[src/rtl/demux_2_pkg.sv]
// demux_2_pkg: shared constants and types for the 2-way demux router.
//   WORD_SIZE_DEFAULT : default data word width
//   COUNT_W           : width of the optional per-output transfer counters
//   buf_state_e       : occupancy state of one 2-entry output buffer
package demux_2_pkg;

  localparam int unsigned WORD_SIZE_DEFAULT = 32;
  localparam int unsigned COUNT_W           = 16;

  typedef enum logic [1:0] {
    EMPTY = 2'd0,
    HALF  = 2'd1,
    FULL  = 2'd2
  } buf_state_e;

endpackage

[src/rtl/demux_2_buf.sv]
// demux_2_buf: 2-entry valid/ready FIFO used as one output of the demux router.
// Optional feature macro: DEMUX_2_COUNT_EN (adds count_o transfer counter).
// Ports:
//   clk, rst     : clock, synchronous active-high reset
//   push_i       : write push_data_i this cycle (caller guarantees space or a pop)
//   push_data_i  : word to write
//   pop_ready_i  : sink accepts the head word
//   valid_o      : head word valid
//   data_o       : head word (0 after reset)
//   full_o       : both entries occupied
//   count_o      : completed output transfers, wraps at 2**COUNT_W (macro only)
module demux_2_buf
  import demux_2_pkg::*;
#(
  parameter int unsigned WORD_SIZE = WORD_SIZE_DEFAULT
) (
  input  logic                 clk,
  input  logic                 rst,
  input  logic                 push_i,
  input  logic [WORD_SIZE-1:0] push_data_i,
  input  logic                 pop_ready_i,
  output logic                 valid_o,
  output logic [WORD_SIZE-1:0] data_o,
`ifdef DEMUX_2_COUNT_EN
  output logic [COUNT_W-1:0]   count_o,
`endif
  output logic                 full_o
);

  buf_state_e           state_q, state_d;
  logic [WORD_SIZE-1:0] head_q, head_d;
  logic [WORD_SIZE-1:0] tail_q, tail_d;
  logic                 valid_q, valid_d;
  logic                 pop;

  assign pop = valid_q && pop_ready_i;

  always_comb begin
    state_d = state_q;
    head_d  = head_q;
    tail_d  = tail_q;
    unique case (state_q)
      EMPTY: begin
        if (push_i) begin
          head_d  = push_data_i;
          state_d = HALF;
        end
      end
      HALF: begin
        case ({push_i, pop})
          2'b10: begin
            tail_d  = push_data_i;
            state_d = FULL;
          end
          2'b01: state_d = EMPTY;
          // Single entry replaced in place: old head leaves, new word becomes head.
          2'b11: head_d = push_data_i;
          default: ;
        endcase
      end
      FULL: begin
        if (pop) begin
          head_d = tail_q;
          if (push_i) begin
            tail_d = push_data_i;
          end else begin
            state_d = HALF;
          end
        end
      end
      default: state_d = EMPTY;
    endcase
    valid_d = (state_d != EMPTY);
  end

`ifdef DEMUX_2_COUNT_EN
  logic [COUNT_W-1:0] count_q, count_d;

  always_comb begin
    count_d = count_q;
    if (pop) begin
      count_d = count_q + COUNT_W'(1);
    end
  end

  assign count_o = count_q;
`endif

  always_ff @(posedge clk) begin
    if (rst) begin
      state_q <= EMPTY;
      head_q  <= '0;
      tail_q  <= '0;
      valid_q <= 1'b0;
`ifdef DEMUX_2_COUNT_EN
      count_q <= '0;
`endif
    end else begin
      state_q <= state_d;
      head_q  <= head_d;
      tail_q  <= tail_d;
      valid_q <= valid_d;
`ifdef DEMUX_2_COUNT_EN
      count_q <= count_d;
`endif
    end
  end

  assign valid_o = valid_q;
  assign data_o  = head_q;
  assign full_o  = (state_q == FULL);

endmodule

[src/rtl/demux_2_router.sv]
// demux_2_router: routes a valid/ready input stream to one of two buffered outputs.
// Optional feature macro: DEMUX_2_COUNT_EN (adds out0_count/out1_count ports).
// Ports:
//   clk, rst                 : clock, synchronous active-high reset
//   in_valid/in_ready        : input handshake
//   in_data, in_sel          : input word and destination (0 -> out0, 1 -> out1)
//   outN_valid/outN_ready    : output handshakes, N = 0, 1
//   outN_data                : output buffer head words
//   outN_count               : per-output transfer counters (macro only)
module demux_2_router
  import demux_2_pkg::*;
#(
  parameter int unsigned WORD_SIZE = WORD_SIZE_DEFAULT,
  parameter int unsigned BUF_DEPTH = 2
) (
  input  logic                 clk,
  input  logic                 rst,
  input  logic                 in_valid,
  output logic                 in_ready,
  input  logic [WORD_SIZE-1:0] in_data,
  input  logic                 in_sel,
  output logic                 out0_valid,
  input  logic                 out0_ready,
  output logic [WORD_SIZE-1:0] out0_data,
  output logic                 out1_valid,
  input  logic                 out1_ready,
`ifdef DEMUX_2_COUNT_EN
  output logic [COUNT_W-1:0]   out0_count,
  output logic [COUNT_W-1:0]   out1_count,
`endif
  output logic [WORD_SIZE-1:0] out1_data
);

  if (BUF_DEPTH != 2) begin : g_bad_depth
    $error("demux_2_router: only BUF_DEPTH == 2 is supported");
  end

  logic full0, full1;
  logic push0, push1;

  // A FULL buffer can still accept when its sink drains the head in the same cycle.
  // Only the selected buffer matters, so a stalled out0 also blocks traffic for out1.
  always_comb begin
    in_ready = 1'b0;
    if (!rst) begin
      if (in_sel) begin
        in_ready = !full1 || out1_ready;
      end else begin
        in_ready = !full0 || out0_ready;
      end
    end
  end

  assign push0 = in_valid && in_ready && !in_sel;
  assign push1 = in_valid && in_ready && in_sel;

  demux_2_buf #(
    .WORD_SIZE (WORD_SIZE)
  ) u_buf0 (
    .clk         (clk),
    .rst         (rst),
    .push_i      (push0),
    .push_data_i (in_data),
    .pop_ready_i (out0_ready),
    .valid_o     (out0_valid),
    .data_o      (out0_data),
`ifdef DEMUX_2_COUNT_EN
    .count_o     (out0_count),
`endif
    .full_o      (full0)
  );

  demux_2_buf #(
    .WORD_SIZE (WORD_SIZE)
  ) u_buf1 (
    .clk         (clk),
    .rst         (rst),
    .push_i      (push1),
    .push_data_i (in_data),
    .pop_ready_i (out1_ready),
    .valid_o     (out1_valid),
    .data_o      (out1_data),
`ifdef DEMUX_2_COUNT_EN
    .count_o     (out1_count),
`endif
    .full_o      (full1)
  );

endmodule

[config.mk]
export PLATFORM = sky130hd
export DESIGN_NAME = demux_2_router
export DESIGN_NICKNAME = d
export VERILOG_FILES = /design/src/rtl/demux_2_pkg.sv /design/src/rtl/demux_2_buf.sv /design/src/rtl/demux_2_router.sv
export SDC_FILE = /design/constraint.sdc
export NUM_CORES = 1
export LEC_CHECK = 0
export BUFFER_PORTS_ARGS = -buffer_cell sky130_fd_sc_hd__buf_2
export CAP_MARGIN = 40
export CORE_MARGIN = 5
export CORE_UTILIZATION = 45
export DETAILED_ROUTE_END_ITERATION = 8
export PLACE_DENSITY_LB_ADDON = 0.12
export SETUP_SLACK_MARGIN = 0.1
export SYNTH_ARGS = -nofsm -noshare
export SYNTH_HDL_FRONTEND = slang
export SYNTH_HIERARCHICAL = 1
export SYNTH_SLANG_ARGS = --single-unit
[constraint.sdc]
create_clock -name clk -period 5.4 [get_ports clk]
set_input_delay 0 -clock clk [delete_from_list [all_inputs] [get_ports clk]]
set_output_delay 0 -clock clk [all_outputs]
set_load 0.02 [all_outputs]
Yosys cells after proc, flatten, opt, wreduce, memory -nomap -nowiden. Cells that the tools add are included.

Flip-flop bits (word level): 134. Input port bits: 38. Word-level logic and storage cells: 76.

Eq/ne operators: 20. Mux-type cells: 26. Reductions and logical operators: 22.

Operators with widths (number): $mux W32 (10); $pmux W32 S3 (2); $pmux W32 S2 (2); $ne A2 B1 Y1 const B (8); $reduce_and A4 Y1 (4); $eq A2 B2 Y1 const B (6); $mux W2 (6); $pmux W2 S3 (2); $eq A2 B1 Y1 const B (4); $pmux W2 S2 (2); $reduce_bool A2 Y1 (4); $reduce_bool A3 Y1 (2); $logic_and A1 B1 Y1 (5); $logic_not A2 Y1 (2); $ne A2 B2 Y1 const B (2); $logic_not A1 Y1 (3); $logic_or A1 B1 Y1 (2); $mux W1 (2).

Logic depth before layout (Yosys ltp). Gate-level depths: netlist (run 1).

Word-level depth: 11. Mapped depth: 12. Mapped depth without buffers: 9.

By module. The synthesis (run 1) kept the hierarchy.

Modules (own cells, without submodules): demux_2_buf (times used 2, cells an instance 308, area each 2890.3 um^2, seq. area each 1341.3 um^2); demux_2_router (times used 1, cells an instance 7, area each 53.8 um^2, seq. area each 0.0 um^2).

Worst setup path after synthesis (run 1). No wires, ideal clock.

Kind: register to register. Start point: register u_buf0.state_q[0]. End point: register u_buf0.head_q[0], in the netlist u_buf0/data_o[0]. Setup time: 146 ps. Data arrival time: 2336 ps. Data required time: 5254 ps. Slack: 2918 ps. Stages on the path, launching flop included: 13. Buffers on the path: 4. Clock period less this slack: 2482 ps. Path through: dfxtp_1 > nand2b_1 > buf_6 > buf_2 > inv_1 > nor2b_1 > nor4b_2 > nand2b_1 > nor2_1 > or2_1 > buf_2 > buf_6 > a211oi_2.

Longest elaborated chain between the ends: 10. Elaborated cells on any way between the ends: 16.

Ends and longest elaborated chain: start: declaration (line demux_2_buf.sv:30) `buf_state_e state_q, state_d;`; start signal: assignment (line demux_2_buf.sv:99) `state_q <= state_d;`; $eq A2 B2 Y1 (*) (line demux_2_buf.sv:111) `assign full_o = (state_q == FULL);`; named net full0 (line demux_2_router.sv:38) `logic full0, full1;`; $logic_not A1 Y1 (*) (line demux_2_router.sv:49) `in_ready = !full0 || out0_ready;`; $logic_or A1 B1 Y1 (*) (line demux_2_router.sv:49); $mux W1 (*) (line demux_2_router.sv:46) `if (in_sel) begin`; $mux W1 (*) (line demux_2_router.sv:45) `if (!rst) begin`; $logic_and A1 B1 Y1 (*) (2 in a row) (line demux_2_router.sv:54) `assign push0 = in_valid && in_ready && !in_sel;`; named net push0 (line demux_2_router.sv:39) `logic push0, push1;`; $eq A2 B2 Y1 (line demux_2_buf.sv:50) `case ({push_i, pop})`; $ne A2 B2 Y1 (no source line); $reduce_and A4 Y1 (no source line) (*); end signal: assignment (line demux_2_buf.sv:92) `head_q <= '0;`; end signal: assignment (line demux_2_buf.sv:100) `head_q <= head_d;`; end: declaration (line demux_2_buf.sv:31) `logic [WORD_SIZE-1:0] head_q, head_d;`.

The timed path passes the listed nets; every way through them passes the cells marked *. A chain may end at the register's enable or synchronous reset.

Final worst setup path (run 1).
Start point: register u_buf0.state_q[0]. End point: register u_buf0.head_q[5], in the netlist u_buf0/data_o[5].

The elaborated chain is that of the path after synthesis.

==> flow_summary.yaml, run 1 <==
cells_and_area:
  flow.area_growth_from_synthesis_pct: 26.36
  post_route_cells_drive_above_1_share_pct: 28.36
  fin_nets: 778
  antenna_cells: 0
timing:
  timing.final.ws_setup_ns: 2.443
  max_freq_ghz: 0.3382
  finalSetupViolCount: 0
  report.final.hold_viol_count: 0
  hold_ws_ns: 0.08022
  report.final.slew_viol_count: 0
  tightestPinTransition_ns: 0.7904
  fin_setup_tns_ns: 0
  layout_min_cycle_time_ns: 2.957
  slew_headroom_pct: 47.31
  grt_setup_unrepaired: "no"
  finalCritPeriodShare_pct: 54.75
  worst_clock_skew_ns: 0.003658
clock_tree:
  numClockSinks: 134
  cts_htree_levels: 4
  clock_latency_ns: 0.42
  clk_transition_reported_paths_ns: 0.05
  tritoncts_clock_tree: "yes"
  root_buffer: "clkbuf_16"
  cts_buffers: 17
  cts_resized: 0
  maximum_root_to_sink_buffer_count: 2
die:
  io_pins: 105
  start_util_pct: 46.05
  die_w_um: 123.9
  fp.dieArea_mm2: 0.01534
  fp.dieH_um: 123.9
  rows: 41
  floorplan.core_area_mm2: 0.01267
synthesis:
  netlist_top_cells_area: "dfxtp_1 (46%), a211oi_2 (13%), mux2i_1 (11%)"
  yosysUniqueCellTypes: 27
  syn-cell-area_mm2: 0.005834
  synthesis.instances: 623
  avgSynthCellArea_um2: 9.365
  syn-num-nets: 663
  yosysSeqAreaShare_pct: 45.98
  yosysWarningCount: 6
  synth-seq-cells: 134
  share_of_the_synthesized_area_in_the_top_cell_type_pct: 45.98
  synth_top_area_cell: "dfxtp_1"
critical_path:
  critPathMaxFanout: 23
  endpoint_of_the_lowest_slack_register_to_register_path: "u_buf0/data_o[5]"
  worstPathCellList: "nand2b_2, inv_1, nor2b_1, nor4b_2, nand2b_1, a21oi_4, buf_16, or2_2, buf_12, a211oi_2"
  critical_path_arrival_ns: 3.25
  r2r_cells: 10
  cp.required_ns: 5.69
  critical_path.endpoint_type: "register"
  path_buf_inv: 3
  critical_path.max_stage_delay_ns: 0.44
  crit_path_top_delay_cell: "dfxtp_1"
  crit_path_start_kind: "register"
  worst_r2r_startpoint: "u_buf0/state_q[0]"
  worst-r2r-setup-slack_ns: 2.44
  timing.critical_path.max_delay_family: "simple AND/OR/NAND/NOR gates"
  timing.setup.critical_path_class: "register to register"
placed_design:
  global_placer_s_final_weighted_congestion: 0.8194
  hpwl_um: 10030
  dpl_worst_slack_ns: 2.434
  placement.io_buffers: 104
route:
  route.vias.total: 4958
  routed_wl_um: 15720
  drc_errors: 0
  post_drt_via_cell_ratio: 5.372
  routedWlPerCell_um: 17.03
  detailedRoute.firstIterationViolations: 213
  dr.pass1.iters: 5
  final_antenna_net_count: 0
global_route:
  antenna_found_initial: 0
  global_route_wire_length_before_repair_um: 25300
  grt_pass1_vias: 5027
  grt_max_degree: 64
  grt-ovfl-total: 0
  grt.total_usage_pct: 21.31
worst_hold_path:
  min_to: "u_buf0/valid_o"
  min-delay-start: "in_sel"
  hold_depth: 4
  kind_of_path_behind_the_tightest_hold_check: "input port to register"
pwr:
  cellPowerDensity_mw_per_mm2: 315.4
  vdd.ir_drop.worst_uv: 142.4
  leakagePower_nw: 3.187
  post-layout-total-power_mw: 2.325
run_status:
  run_status: "finished clean"
run:
  maxCapViolations: 0
## layout make-up
type                            count  area, um^2
Clock buffer                       28       496.7
Clock inverter                      4       20.02
Fill cell                        1154        5299
Inverter                            3       11.26
Multi-Input combinational cell    432        2893
Sequential cell                   134        2683
Tap cell                          172       215.2
Timing Repair Buffer              150        1054
## sequential cells by signal, summed over array words and instances (netlist names)
| signal | count |
|---|---|
| u_buf0/data_o | 32 |
| u_buf1/valid_o | 1 |
| u_buf1/tail_q | 32 |
| u_buf0/state_q | 2 |
| u_buf1/state_q | 2 |
| u_buf1/data_o | 32 |
| u_buf0/tail_q | 32 |
| u_buf0/valid_o | 1 |
## worst max-delay path by stage
stage,startpoint,end,slack [ns],cells after the start
floorplan,u_buf0/state_q[0],u_buf0/data_o[0],2.92,12
global placement,u_buf0/state_q[0],u_buf0/data_o[26],1.99,8
detailed placement,u_buf0/state_q[0],u_buf0/data_o[5],2.43,10
CTS,u_buf0/state_q[0],u_buf0/data_o[7],2.43,10
global route,u_buf0/state_q[0],u_buf0/data_o[3],2.16,10
finish,u_buf0/state_q[0],u_buf0/data_o[5],2.44,10
## repair_timing
action | CTS | global route
hold buffers | 32 | 0
hold endpoints to repair | 78 | 0
endpoints found under the setup margin | 0 | 0
buffers inserted | 0 | 0
## cells in the mapped netlist
master	count
a211oi_1	8
o22a_1	2
clkbuf_1	30
inv_1	3
nand2b_1	8
buf_2	14
nand2_1	130
buf_1	2
nor3_1	66
dfxtp_1	134
nand3b_1	3
nor2_1	6
or2_1	2
mux2i_1	64
ha_1	2
a21oi_2	2
nand3_1	2
a311oi_1	1
nor3b_1	1
o21a_1	2
a211oi_2	60
nor4b_2	1
o21bai_1	2
buf_6	8
nor2b_1	1
o21ai_1	2
a21oi_1	67
## cells by family (layout without fill, tap and decap cells)
| family | count (synthesis) | count (layout) | synth area share, % |
|---|---|---|---|
| AOI/OAI and AO/OA | 146 | 146 | 21.08 |
| adders and majority gates | 2 | 2 | 0.4288 |
| buffers and inverters | 57 | 185 | 4.997 |
| DFF | 134 | 134 | 45.98 |
| muxes | 64 | 64 | 10.98 |
| and+or+nand+nor | 220 | 220 | 16.53 |
## worst reg2reg max path: stages (launching register included)
cell	delay (ns)
dfxtp_1	0.44
nand2b_2	0.17
inv_1	0.05
nor2b_1	0.13
nor4b_2	0.41
nand2b_1	0.24
a21oi_4	0.44
buf_16	0.22
or2_2	0.40
buf_12	0.24
a211oi_2	0.10
## cells in the final DEF, fill, tap and decap left out, types with 6 or more instances in the layout
master / instances
dfxtp_1: 134
nand2_1: 130
buf_2: 103
a21oi_1: 67
nor3_1: 66
mux2i_1: 64
a211oi_2: 60
dlygate4sd3_1: 32
clkbuf_16: 17
buf_4: 9
clkbuf_1: 8
a211oi_1: 8
nand2b_1: 6
## per-layer routing
metal	wire, um	up-vias	GRT usage, %
li1	-	2435	-
met1	6553	2373	25.26
met2	8004	137	37.17
met3	958	13	4.496
met4	203	0	9.066
met5	0	-	0
## metrics by stage
stage               cell area [um^2]  util (%)  instances
floorplan                       5834         -        623
global placement                6385     50.39        853
detailed placement              6535     51.58        859
CTS                             7372     58.18        923
global route                    7372     58.18        923
finish                          7372     58.18        923
## report_power, final
part	leakage (nW)	internal (mW)	switching [mW]
Combinational	1.84	0.105	0.161
Sequential	1.09	1.02	0.0214
Clock	0.256	0.620	0.394
Note: power is estimated with default switching activity, not from simulation.
==> run 2, diff against run 1 <==
- ABC_AREA: unset -> 1
- clock period: 5.4 -> 2.6 ns (I/O delays scaled with it)
==> run 2 against run 1 <==
Compared with the run above: via count up 36%; global-route usage about the same; fmax up 34%; sequential power up 100%; die area up 14%; design area up 12%; synthesized cell count up 68%; critical endpoint is now u_buf1/data_o[12]; core utilization down 1.6 points; clock skew up 0.0049 ns; critical path depth up 1; non-clock buffer count up 8.
==> flow_summary.yaml, run 2 <==
run_status:
  run_status: "finished clean"
global_route:
  grt-ovfl-total: 0
  grt_pass1_vias: 6064
  grt_max_degree: 67
  global_route_wire_length_before_repair_um: 31050
  grt.total_usage_pct: 21.35
  antenna_found_initial: 0
synthesis:
  synth-seq-cells: 134
  postSynth.topFlopCell: "dfxtp_1"
  postSynth.asyncResetShare_pct: 0
  yosysUniqueCellTypes: 19
  syn-num-nets: 1087
  share_of_the_synthesized_area_in_the_top_cell_type_pct: 39.70
  synth_top_area_cell: "dfxtp_1"
  top_count_cell_post_synth: "nand2_1"
  synth_enable_flop_cells: 0
  synth.top_cells.by_count: "nand2_1 (273), nor2_1 (196), nand3_1 (139)"
  yosysWarningCount: 6
  yosysSeqAreaShare_pct: 39.70
  syn-cell-area_mm2: 0.006756
  synthesis.instances: 1047
  netlist_top_cells_area: "dfxtp_1 (40%), nand2_1 (15%), nor2_1 (11%)"
  avgSynthCellArea_um2: 6.453
timing:
  hold_ws_ns: 0.1492
  fin_setup_tns_ns: 0
  slew_headroom_pct: 52.33
  tightestPinTransition_ns: 0.7151
  report.final.slew_viol_count: 0
  finalCritPeriodShare_pct: 84.61
  layout_min_cycle_time_ns: 2.200
  worst_clock_skew_ns: 0.008558
  max_freq_ghz: 0.4546
  report.final.hold_viol_count: 0
  grt_setup_unrepaired: "no"
  finalSetupViolCount: 0
die:
  io_pins: 105
  die_w_um: 132.5
  fp.dieH_um: 132.5
  rows: 44
  floorplan.core_area_mm2: 0.01464
  start_util_pct: 46.14
  fp.dieArea_mm2: 0.01757
route:
  routed_wl_um: 18890
  detailedRoute.firstIterationViolations: 549
  dr.pass1.iters: 5
  routedWlPerCell_um: 14.04
  post_drt_via_cell_ratio: 5.004
  route.vias.total: 6730
  final_antenna_net_count: 0
  drc_errors: 0
cells_and_area:
  fin_nets: 1188
  flow.area_growth_from_synthesis_pct: 22.59
  layout.area.seq_mm2: 0.002683
  final_design_area_no_fill_mm2: 0.008283
  fillerInstances: 1474
  post_route_cells_drive_above_1_share_pct: 15.25
  most_common_library_cell_in_the_layout_ignoring_fill_and_taps: "nand2_1"
  most_frequent_cells_in_the_layout: "nand2_1 (271), nor2_1 (196), nand3_1 (139)"
  multi_input_comb_area_mm2: 0.003408
  antenna_cells: 0
critical_path:
  crit_start: "u_buf1/state_q[0]"
  worst_r2r_startpoint: "u_buf1/state_q[0]"
  timing.setup.critical_path_class: "register to register"
  crit_path_start_kind: "register"
  critical_path_arrival_ns: 2.55
  cp.required_ns: 2.95
  critical_path.endpoint_type: "register"
  critPathMaxFanout: 26
run:
  maxCapViolations: 0
placed_design:
  placement.io_buffers: 104
  hpwl_um: 11640
  global_placer_s_final_weighted_congestion: 0.8116
  placedInstanceArea_mm2: 0.007340
pwr:
  post-layout-total-power_mw: 5.257
  vdd.ir_drop.worst_uv: 636.7
  leakagePower_nw: 4.338
  cellPowerDensity_mw_per_mm2: 634.7
worst_hold_path:
  min-delay-start: "out1_ready"
  kind_of_path_behind_the_tightest_hold_check: "input port to register"
clock_tree:
  postCtsSetupBuffers: 0
  clk_transition_reported_paths_ns: 0.06
  cts_buffers: 17
  cts_htree_levels: 4
  tritoncts_clock_tree: "yes"
  maximum_root_to_sink_buffer_count: 2
  numClockSinks: 134
  root_buffer: "clkbuf_16"
  clock_latency_ns: 0.42
## run 2: cell types whose count changed after synthesis, sizes merged, moves of 62 or more
cell and delta:
nor2 +192, nand2 +149, a211oi -68, nand3b +62, nor3 -66, nand3 +137, inv +79, mux2i -64
## run 2: power breakdown
group	internal (mW)	total (mW)	switching, mW
registers	2.12	2.15	0.0307
clock network	1.62	2.54	0.920
logic	0.212	0.561	0.349
total	3.96	5.26	1.30
## run 2: worst max-delay path: stages (launching register included)
cell and delay [ns]:
dfxtp_1 0.44, nor2_4 0.09, nand3_1 0.11, nand4_1 0.09
nor2_1 0.22, inv_1 0.12, nor2_1 0.16, nand2_2 0.27
buf_4 0.33, nand3b_1 0.13, nand2_1 0.07, nor2_1 0.10
## run 2: final cells by class
type	instances	share of cell area [%]
Clock buffer	19	5.347
Clock inverter	13	2.175
Inverter	82	3.716
Multi-Input combinational cell	755	41.15
Sequential cell	134	32.39
Tap cell	184	2.779
Timing Repair Buffer	158	12.45
## run 2: layer usage
layer  vias to the layer above  part of all wire (%)  track usage [%]
met2                       146                    48            35.48
met4                         0                   1.4            5.543
met1                      3074                    46            28.02
met3                        14                   4.4            4.973
met5                         -                     0                0
li1                       3496                     -                -
## run 2: logic make-up after synthesis
logic type               synth area share [%]
AND/OR/NAND/NOR                         44.70
flip-flops                              39.70
adder cells (fa/ha/maj)                0.3703
buffers and inverters                   10.04
AO/OA/AOI/OAI                           5.185
## run 2: path summary, 6_finish.rpt
path,endpoint,slack (ns),cells past startpoint
min,u_buf1/state_q[1],0.15,6
min reg2reg,u_buf0/tail_q[11],0.48,2
max reg2reg,u_buf1/data_o[12],0.40,11
max,u_buf1/data_o[12],0.40,11
## run 2: metrics by stage
stage                     setup WS [ns]  utilization (%)  instances
after floorplan                  0.8185                -       1047
after global placement           0.5327            50.12       1281
after detailed placement         0.4456            50.12       1281
after CTS                        0.4040            56.56       1345
after global routing             0.1227            56.56       1345
final                            0.4003            56.56       1345
## run 2: what timing repair did
action / CTS / global route
resized for setup: 0 / 0
endpoints found under the hold margin: 91 / 0
hold buffers: 32 / 0
==> run 3, diff against run 2 <==
- ABC_AREA: 1 -> 0
- clock period: 2.6 -> 2.3 ns (I/O delays scaled with it)
==> run 3 against run 2 <==
Compared with the run above: sequential cell count unchanged; non-clock buffer count increased by 6; cell count decreased by 30%; clock skew about the same; highest routed layer unchanged; largest power group unchanged; register-to-register slack got worse by 0.21 ns; critical path depth decreased by 1; worst hold slack got worse by 0.037 ns; fmax increased by 4.0%; wire length decreased by 16%; setup slack got worse by 0.21 ns; sequential share of layout area increased by 2.8 points; critical path type unchanged.
==> flow_summary.yaml, run 3 (synthesized netlist as in run 1, its figures left out) <==
global_route:
  global_route_wire_length_before_repair_um: 25410
  grt-ovfl-total: 0
  global_route.usage.met1_pct: 26.09
  grt.met3_usage_pct: 5.177
  antenna_found_initial: 0
  grt_max_degree: 68
  grt_pass1_vias: 5077
  grt_util_met2_pct: 36.16
  global_route.peak_usage_layer: "met2"
  grt.total_usage_pct: 21.10
timing:
  hold_ws_ns: 0.1124
  finalSetupViolCount: 0
  layout_min_cycle_time_ns: 2.114
  grt_setup_unrepaired: "yes"
  slew_headroom_pct: 56.98
  report.final.slew_viol_count: 0
  report.final.hold_viol_count: 0
  timing.final.ws_setup_ns: 0.1858
  fin_setup_tns_ns: 0
  max_freq_ghz: 0.4730
  tightestPinTransition_ns: 0.6453
  finalCritPeriodShare_pct: 91.92
  worst_clock_skew_ns: 0.008966
route:
  routed_wl_um: 15860
  detailedRoute.firstIterationViolations: 354
  dr.pass1.iters: 4
  final_antenna_net_count: 0
  drc_errors: 0
  routedWlPerCell_um: 16.93
  route.vias.total: 5045
  post_drt_via_cell_ratio: 5.384
die:
  floorplan.core_area_mm2: 0.01267
  die_w_um: 123.9
  io_pins: 105
  fp.dieH_um: 123.9
  rows: 41
  start_util_pct: 46.05
  fp.dieArea_mm2: 0.01534
pwr:
  leakagePower_nw: 3.308
  power.share.clock_pct: 47.8
  power.switching_mw: 1.424
  power_switching_share_pct: 24.02
  post-layout-total-power_mw: 5.930
  seq_power_share_pct: 41.3
  vdd.ir_drop.worst_uv: 517.0
  cell_internal_pwr_mw: 4.505
  cellPowerDensity_mw_per_mm2: 776.0
  comb_power_share_pct: 10.9
cells_and_area:
  antenna_cells: 0
  most_common_library_cell_in_the_layout_ignoring_fill_and_taps: "dfxtp_1"
  most_frequent_cells_in_the_layout: "dfxtp_1 (133), nand2_1 (130), buf_2 (103)"
  final_cell_count_no_fill: 937
  flow.area_growth_from_synthesis_pct: 30.97
  fin_nets: 792
  post_route_cells_drive_above_1_share_pct: 31.11
  final_design_area_no_fill_mm2: 0.007641
  finalCoreUtilization_pct: 60.30
clock_tree:
  numClockSinks: 134
  cts_buffers: 17
  clk_transition_reported_paths_ns: 0.06
  cts_htree_levels: 4
  maximum_root_to_sink_buffer_count: 2
  root_buffer: "clkbuf_16"
  clock_latency_ns: 0.41
  tritoncts_clock_tree: "yes"
run_status:
  run_status: "finished clean"
critical_path:
  crit_path_start_kind: "register"
  critical_path.endpoint_type: "register"
  crit_path_top_delay_cell: "dfxtp_4"
  critical_path.max_stage_delay_ns: 0.38
  critPathMaxFanout: 24
  critical_path_arrival_ns: 2.38
  path_buf_inv: 2
  timing.critical_path.max_delay_family: "simple AND/OR/NAND/NOR gates"
  timing.setup.critical_path_class: "register to register"
  worstPathCellList: "nand2b_4, inv_2, nor2b_4, nor4b_4, ha_2, nand3b_1, o21a_1, buf_6, nand2_1, a21oi_1"
  cp.required_ns: 2.56
placed_design:
  hpwl_um: 10170
  placedInstanceArea_mm2: 0.006630
  global_placer_s_final_weighted_congestion: 0.7537
  dpl_worst_slack_ns: 0.1422
  placement.io_buffers: 104
  dp.cells: 866
run:
  maxCapViolations: 0
worst_hold_path:
  kind_of_path_behind_the_tightest_hold_check: "input port to register"
[run 3: path summary, 6_finish.rpt]
path / startpoint / to / slack (ns) / depth (start not counted)
worst max-delay path: u_buf0/state_q[0] / u_buf0/tail_q[25] / 0.19 / 10
worst min-delay path: in_sel / u_buf0/valid_o / 0.11 / 4
worst min register to register: u_buf1/tail_q[26] / u_buf1/tail_q[26] / 0.45 / 2
worst max register to register: u_buf0/state_q[0] / u_buf0/tail_q[25] / 0.19 / 10
[run 3: power groups by stage]
stage,logic [mW],registers [mW],clock network (mW)
finish,0.645,2.45,2.84
global route,0.697,2.46,2.99
CTS,0.644,2.45,2.89
detailed placement,0.598,2.50,0
global placement,0.583,2.49,0
floorplan,0.304,2.58,0
[run 3: worst min-delay path, cell delays in order]
cell and delay, ns:
buf_2 0.14, nor4b_4 0.08, nor3_1 0.16, a211oi_1 0.08
[run 3: timing repair]
action,CTS,global route
gates resized for setup,0,4
hold buffers,33,0
setup endpoints to repair,0,83
setup buffers,0,6
hold endpoints to repair,68,0
[run 3: final cells by class]
class                           count  area [um^2]
Multi-Input combinational cell    432         2947
Clock inverter                     12        177.7
Clock buffer                       20        446.7
Inverter                            3        11.26
Sequential cell                   134         2686
Tap cell                          172        215.2
Timing Repair Buffer              164         1157
Fill cell                        1112         5030
[run 3: layer usage]
metal	up-vias	wire length, um
met3	17	766
li1	2462	-
met2	111	7721
met4	0	217
met5	-	0
met1	2455	7157
